File: src/rtl/adc_frame_tx.sv
// Captures one scan of 12-bit ADC samples after a sync pulse and streams it as a raw
// Ethernet frame of 32-bit words on the MAC transmit FIFO interface.
module adc_frame_tx #(
    parameter int          SAMPLES  = 256,
    parameter logic [47:0] DST_MAC  = 48'hFFFF_FFFF_FFFF,
    parameter logic [47:0] SRC_MAC  = 48'h0001_0203_0405,
    parameter logic [15:0] ETH_TYPE = 16'h88B5
) (
    input  logic        clk,
    input  logic        reset,
    input  logic        i_sync,
    input  logic [11:0] i_smp_data,
    input  logic        i_smp_vld,
    output logic [31:0] o_tx_data,
    output logic        o_tx_vld,
    output logic        o_tx_sop,
    output logic        o_tx_eop,
    output logic [1:0]  o_tx_mod,
    input  logic        i_tx_rdy,
    output logic        o_busy,
    output logic [15:0] o_seq,
    output logic [15:0] o_drop_cnt
);

    localparam int WORDS = SAMPLES / 2;
    localparam int AW    = (WORDS > 1) ? $clog2(WORDS) : 1;
    localparam int CW    = $clog2(SAMPLES + 1);
    localparam int FW    = $clog2(WORDS + 4);

    localparam logic [CW-1:0] CNT_LAST = CW'(SAMPLES - 1);
    localparam logic [AW-1:0] PTR_LAST = AW'(WORDS - 1);
    localparam logic [FW-1:0] IDX_W3   = FW'(3);
    localparam logic [FW-1:0] IDX_LAST = FW'(WORDS + 3);

    typedef enum logic [1:0] {
        IDLE,
        CAPTURE,
        HDR,
        PAYLOAD
    } state_t;

    state_t        state;
    state_t        state_nxt;

    logic [CW-1:0] smp_cnt;
    logic [11:0]   smp_hold;
    logic [31:0]   buf_mem [WORDS];
    logic [AW-1:0] wr_addr;
    logic [AW-1:0] rd_ptr;
    logic [AW-1:0] rd_addr;
    logic [31:0]   rd_data;

    logic [FW-1:0] word_idx;
    logic [FW-1:0] nxt_idx;
    logic [31:0]   nxt_data;

    logic          capture;
    logic          capture_done;
    logic          accept;
    logic          frame_end;
    logic          consume;

    assign capture      = (state == CAPTURE) && i_smp_vld;
    assign capture_done = capture && (smp_cnt == CNT_LAST);
    assign accept       = o_tx_vld && i_tx_rdy;
    assign frame_end    = accept && o_tx_eop;
    // Loading the next payload word from the prefetch register, starting with the W3 handoff.
    assign consume      = accept && !o_tx_eop && (word_idx >= IDX_W3);
    assign wr_addr      = AW'(smp_cnt >> 1);

    assign o_tx_mod = 2'b00;
    assign o_busy   = (state != IDLE);

    // ------------------------------------------------------------------ FSM
    always_ff @(posedge clk or posedge reset) begin
        // NOTE: sequential state uses non-blocking assignments so every register
        // samples the pre-edge values of its neighbours.
        if (reset) begin
            state <= IDLE;
        end else begin
            state <= state_nxt;
        end
    end

    always_comb begin
        // NOTE: default first so no path through the case leaves state_nxt unassigned
        // (that would infer a latch).
        state_nxt = state;
        case (state)
            IDLE:    if (i_sync)                         state_nxt = CAPTURE;
            CAPTURE: if (capture_done)                   state_nxt = HDR;
            HDR:     if (accept && (word_idx == IDX_W3)) state_nxt = PAYLOAD;
            PAYLOAD: if (frame_end)                      state_nxt = IDLE;
            default:                                     state_nxt = IDLE;
        endcase
    end

    // ------------------------------------------------------------------ capture
    always_ff @(posedge clk or posedge reset) begin
        if (reset) begin
            smp_cnt <= '0;
        end else if ((state == IDLE) && i_sync) begin
            smp_cnt <= '0;
        end else if (capture) begin
            smp_cnt <= smp_cnt + CW'(1);
        end
    end

    // NOTE: the sample buffer and its read register carry no reset; every word is
    // rewritten during capture before it is read, and a reset would block RAM inference.
    always_ff @(posedge clk) begin
        if (capture && !smp_cnt[0]) begin
            smp_hold <= i_smp_data;
        end
        if (capture && smp_cnt[0]) begin
            buf_mem[wr_addr] <= {4'h0, smp_hold, 4'h0, i_smp_data};
        end
        rd_data <= buf_mem[rd_addr];
    end

    // Show-ahead read: rd_data always holds the next payload word to present, and the
    // address jumps ahead on the same edge that word is taken, so there are no bubbles.
    assign rd_addr = (consume && (rd_ptr != PTR_LAST)) ? rd_ptr + AW'(1) : rd_ptr;

    always_ff @(posedge clk or posedge reset) begin
        if (reset) begin
            rd_ptr <= '0;
        end else if ((state == IDLE) && i_sync) begin
            rd_ptr <= '0;
        end else begin
            rd_ptr <= rd_addr;
        end
    end

    // ------------------------------------------------------------------ transmit
    always_comb begin
        nxt_idx = word_idx + FW'(1);
        case (nxt_idx)
            FW'(1):  nxt_data = {DST_MAC[15:0], SRC_MAC[47:32]};
            FW'(2):  nxt_data = SRC_MAC[31:0];
            FW'(3):  nxt_data = {ETH_TYPE, o_seq};
            default: nxt_data = rd_data;
        endcase
    end

    always_ff @(posedge clk or posedge reset) begin
        if (reset) begin
            o_tx_data <= '0;
            o_tx_vld  <= 1'b0;
            o_tx_sop  <= 1'b0;
            o_tx_eop  <= 1'b0;
            word_idx  <= '0;
        end else if (capture_done) begin
            o_tx_data <= DST_MAC[47:16];
            o_tx_vld  <= 1'b1;
            o_tx_sop  <= 1'b1;
            o_tx_eop  <= 1'b0;
            word_idx  <= '0;
        end else if (accept) begin
            if (o_tx_eop) begin
                o_tx_vld <= 1'b0;
                o_tx_sop <= 1'b0;
                o_tx_eop <= 1'b0;
            end else begin
                o_tx_data <= nxt_data;
                o_tx_sop  <= 1'b0;
                o_tx_eop  <= (nxt_idx == IDX_LAST);
                word_idx  <= nxt_idx;
            end
        end
    end

    // ------------------------------------------------------------------ counters
    always_ff @(posedge clk or posedge reset) begin
        if (reset) begin
            o_seq      <= '0;
            o_drop_cnt <= '0;
        end else begin
            if (frame_end) begin
                o_seq <= o_seq + 16'd1;
            end
            // A sync on the eop edge still sees PAYLOAD and is counted as a drop.
            if (i_sync && (state != IDLE) && (o_drop_cnt != 16'hFFFF)) begin
                o_drop_cnt <= o_drop_cnt + 16'd1;
            end
        end
    end

endmodule

File: config.mk
export PLATFORM = sky130hd
export DESIGN_NAME = adc_frame_tx
export DESIGN_NICKNAME = d
export VERILOG_FILES = /design/src/rtl/adc_frame_tx.sv
export SDC_FILE = /design/constraint.sdc
export NUM_CORES = 2
export LEC_CHECK = 0
export CAP_MARGIN = 20
export CORE_UTILIZATION = 55
export CTS_BUF_LIST = sky130_fd_sc_hd__clkbuf_4
export DETAILED_ROUTE_END_ITERATION = 7
export GPL_ROUTABILITY_DRIVEN = 0
export PLACE_DENSITY_LB_ADDON = 0.2
export SLEW_MARGIN = 5
export SYNTH_ARGS = -nofsm -noshare
export SYNTH_HDL_FRONTEND = slang
export SYNTH_SLANG_ARGS = --single-unit
File: constraint.sdc
create_clock -name clk -period 5.35 [get_ports clk]
set_input_delay 1.07 -clock clk [delete_from_list [all_inputs] [get_ports clk]]
set_output_delay 1.07 -clock clk [all_outputs]
set_load 0.01 [all_outputs]
==> impl_metrics.tcl <==
set metrics [dict create \
    rsz0062_at_grt "no" \
    r2r_start "word_idx[0]$_DFFE_PP0P_" \
    num_rows 184 \
    fillers 18600 \
    portBuffers 84 \
    utilization 0.629 \
    max_freq_mhz 189 \
    die_w_um 506 \
    path_clk_slew_ps 70 \
    worstSetupPathType "flop to flop" \
    cp-end-kind "flop" \
    synth-xor-area-share 0.00306 \
    num_io_pins 87 \
    async_flop_share 0.0284 \
    grt_pass1_wl_mm 647 \
    cts.hold.buffers_added 3 \
    dp_hpwl_mm 272 \
    grt_antenna_before_repair 28 \
    setup_ws_ps 51.2 \
    gr-usage-met2 0.518 \
    drv_cap 0 \
    clock-sinks 3199 \
    clock_path_buffers 4 \
    critPathArrivalTime_ps 6640 \
    worst_slew_pin_slew_ps 1190 \
    grt_pass1_vias 98200 \
    synth_flop_cell "edfxtp_1" \
    reg2reg_to "rd_data[1]$_DFF_P_" \
    layout.nets 10600 \
    met3_usage 0.0951 \
    yosys_register_bits 3199 \
    use_met1 0.452 \
    cts_tree "yes" \
    worstSkewPairLatency_ps 1470 \
    hold_class "input pin to async pin" \
    final.setup_skew_ps 144 \
    synthCells 9848 \
    cts_buffers 798 \
    drv_slew 0 \
    rrSetupSlack_ps 50 \
    status "complete, no violations" \
    synth_top_family_by_area "compound AO/OA/AOI/OAI gates" \
    syn_area_per_cell_um2 14.2 \
    vias 99500 \
    ctsResizeCount 0 \
    drtIter0Drc 14000 \
    dieArea_um2 256000 \
    crit_fanout 19 \
    synth_edf_count 3084 \
    post_cts_buffers 0 \
    ctsRootBufferMaster "clkbuf_4" \
    r2r_cells 11 \
    leakage_nw 50.4 \
    fin_tns_setup_ps 0 \
    syn2layout_area_growth_pct 13.5 \
    power_density_nw_per_um2 322 \
    min_period_ps 5300 \
    start_util 0.555 \
    wl_per_cell_um 30.9 \
    ir_drop_uv 395 \
    seq_area_frac_synth 0.682 \
    netlist_area_um2 140000 \
    dp_worst_setup_slack_ps -289 \
    wl_mm 449 \
    startpoint_type "flop" \
    synth_fa_ha_area_frac 0.00125 \
    drive_above_1_share 0.222 \
    die_y_um 506 \
    synth-warning-count 0 \
    synthMuxAreaShare 0.0959 \
    setup_violations 0 \
    cts_max_level 6 \
    relSlewSlack 0.200 \
    netlist-cell-type-count 92 \
    yosys.area_share.simple 0.0734 \
    first_pass_iters 6 \
    antenna_left 0 \
    overflow 0 \
    grt_max_degree 205 \
    top_usage_layer "met2" \
    cp.required_ps 6690 \
    drc 0 \
    core-area_um2 252000 \
    final-hold-violation-count 0 \
    synth-compound-area-share 0.119 \
    avgViaCountPerCell 6.84 \
    post-route-period-util 0.990 \
    grt_usage 0.344 \
]
[cell type report]
type	count	area (um^2)	area share
inverter	15	67.6	0.000426
antenna	16	40.0	0.000252
tap	3348	4190	0.0264
sequential	3199	95400	0.601
clock buffer	1168	8770	0.0553
clock inverter	212	1450	0.00912
timing repair buffer	748	7160	0.0451
multi-input combinational	5835	41600	0.262
[layer usage]
| metal | wire length [um] | vias to the layer above |
|---|---|---|
| li1 | - | 41700 |
| met1 | 162000 | 49500 |
| met2 | 201000 | 7013 |
| met3 | 59700 | 1276 |
| met4 | 26800 | 22 |
| met5 | 155 | - |
[power by group]
group | internal, mW | switching, mW | total [mW]
Clock | 10.8 | 9.96 | 20.8
Combinational | 0.332 | 1.52 | 1.85
Sequential | 28.2 | 0.243 | 28.4
Total | 39.3 | 11.7 | 51.0
[cells in the final DEF, fill, tap and decap left out, drive strengths merged, types with 43 or more instances in the layout]
master	count
o22ai	796
nand3	214
mux2i	750
o21ai	227
clkbuf	1168
a31oi	61
o2111ai	64
a21oi	443
clkinv	171
nor3	318
dfrtp	91
or3	91
o221ai	167
o31ai	47
nor4	73
buf	673
o211ai	43
nor2b	134
edfxtp	3084
a2111oi	94
mux4	170
and2	72
nand2	763
nor2	396
mux2	184
clkdlybuf4s50	72
a211oi	256
nand4	47
[worst max-delay path, stage by stage (launching register included)]
cell       delay [ps]
dfrtp_1           470
ha_1              300
or3_1             530
o21ai_0           760
a2bb2oi_4         850
o21ai_2           380
buf_4             330
o221ai_1          200
a21oi_1           120
a21oi_1           600
nand3_1           460
nand4_1           200
[state kept, by name, indices dropped and copies added (netlist names)]
name / count
rd_data: 24
rd_ptr: 7
o_tx_vld: 1
smp_hold: 12
buf_mem: 3072
word_idx: 8
o_seq: 16
o_tx_data: 30
o_tx_sop: 1
smp_cnt: 9
o_drop_cnt: 16
state: 2
o_tx_eop: 1
[synth_stat cells, types with 23 or more instances]
master,instances,area [um^2]
mux2i_1,750,7510
and3_1,32,200
o32ai_1,27,236
dfrtp_1,91,2280
mux2_2,184,2070
xnor2_1,26,228
buf_1,150,563
nand2_1,760,2850
a21oi_1,442,2210
o21ai_0,219,1100
buf_2,243,1220
nor2_1,394,1480
nor2b_1,134,838
a221oi_1,28,245
a2111oi_0,94,823
edfxtp_1,3084,92600
o221ai_1,166,1450
nor3_1,315,1580
o2111ai_1,64,561
buf_4,28,210
or3_1,91,569
a211oi_1,256,1920
clkbuf_1,373,1400
dfxtp_1,24,480
o211ai_1,43,323
nor4_1,70,438
a31oi_1,61,382
a32oi_1,36,315
mux4_2,170,3830
nand3_1,214,1070
o311ai_0,23,201
o22ai_1,796,4980
and2_1,70,438
nand4_1,47,294
o31ai_1,47,353
[per-stage QoR]
stage / std cells / power (mW) / hold slack (ps) / area, um^2
2_1_floorplan: 9849 / 29.6 / 431 / 140000
3_3_place_gp: 13100 / 30.6 / 466 / 148000
3_5_place_dp: 13100 / 30.7 / 476 / 148000
4_1_cts: 14500 / 51.1 / 31.1 / 159000
5_1_grt: 14500 / 52.5 / 87.0 / 159000
6_report: 14500 / 51.0 / 104 / 159000
[cell families (layout without fill, tap and decap cells)]
group | Yosys count | after routing
buffers and inverters | 815 | 2143
and+or+nand+nor | 2192 | 2192
adders and majority gates | 14 | 14
AOI/OAI and AO/OA | 2475 | 2475
DFF | 3199 | 3199
muxes | 1104 | 1104
other | 1 | 18
xor gates and xnor gates | 48 | 48
[worst max path at each step]
stage,startpoint,endpoint,slack (ps),cells after the start
4_1_cts,word_idx[0]$_DFFE_PP0P_,rd_data[22]$_DFF_P_,320,12
2_1_floorplan,i_smp_vld,buf_mem[72][0]$_DFFE_PP_,970,3
3_5_place_dp,i_tx_rdy,rd_data[22]$_DFF_P_,-290,14
3_3_place_gp,i_tx_rdy,rd_data[22]$_DFF_P_,-260,14
5_1_grt,word_idx[0]$_DFFE_PP0P_,rd_data[1]$_DFF_P_,120,11
6_report,word_idx[0]$_DFFE_PP0P_,rd_data[1]$_DFF_P_,50,11
Power figures use the tool's default switching activity.
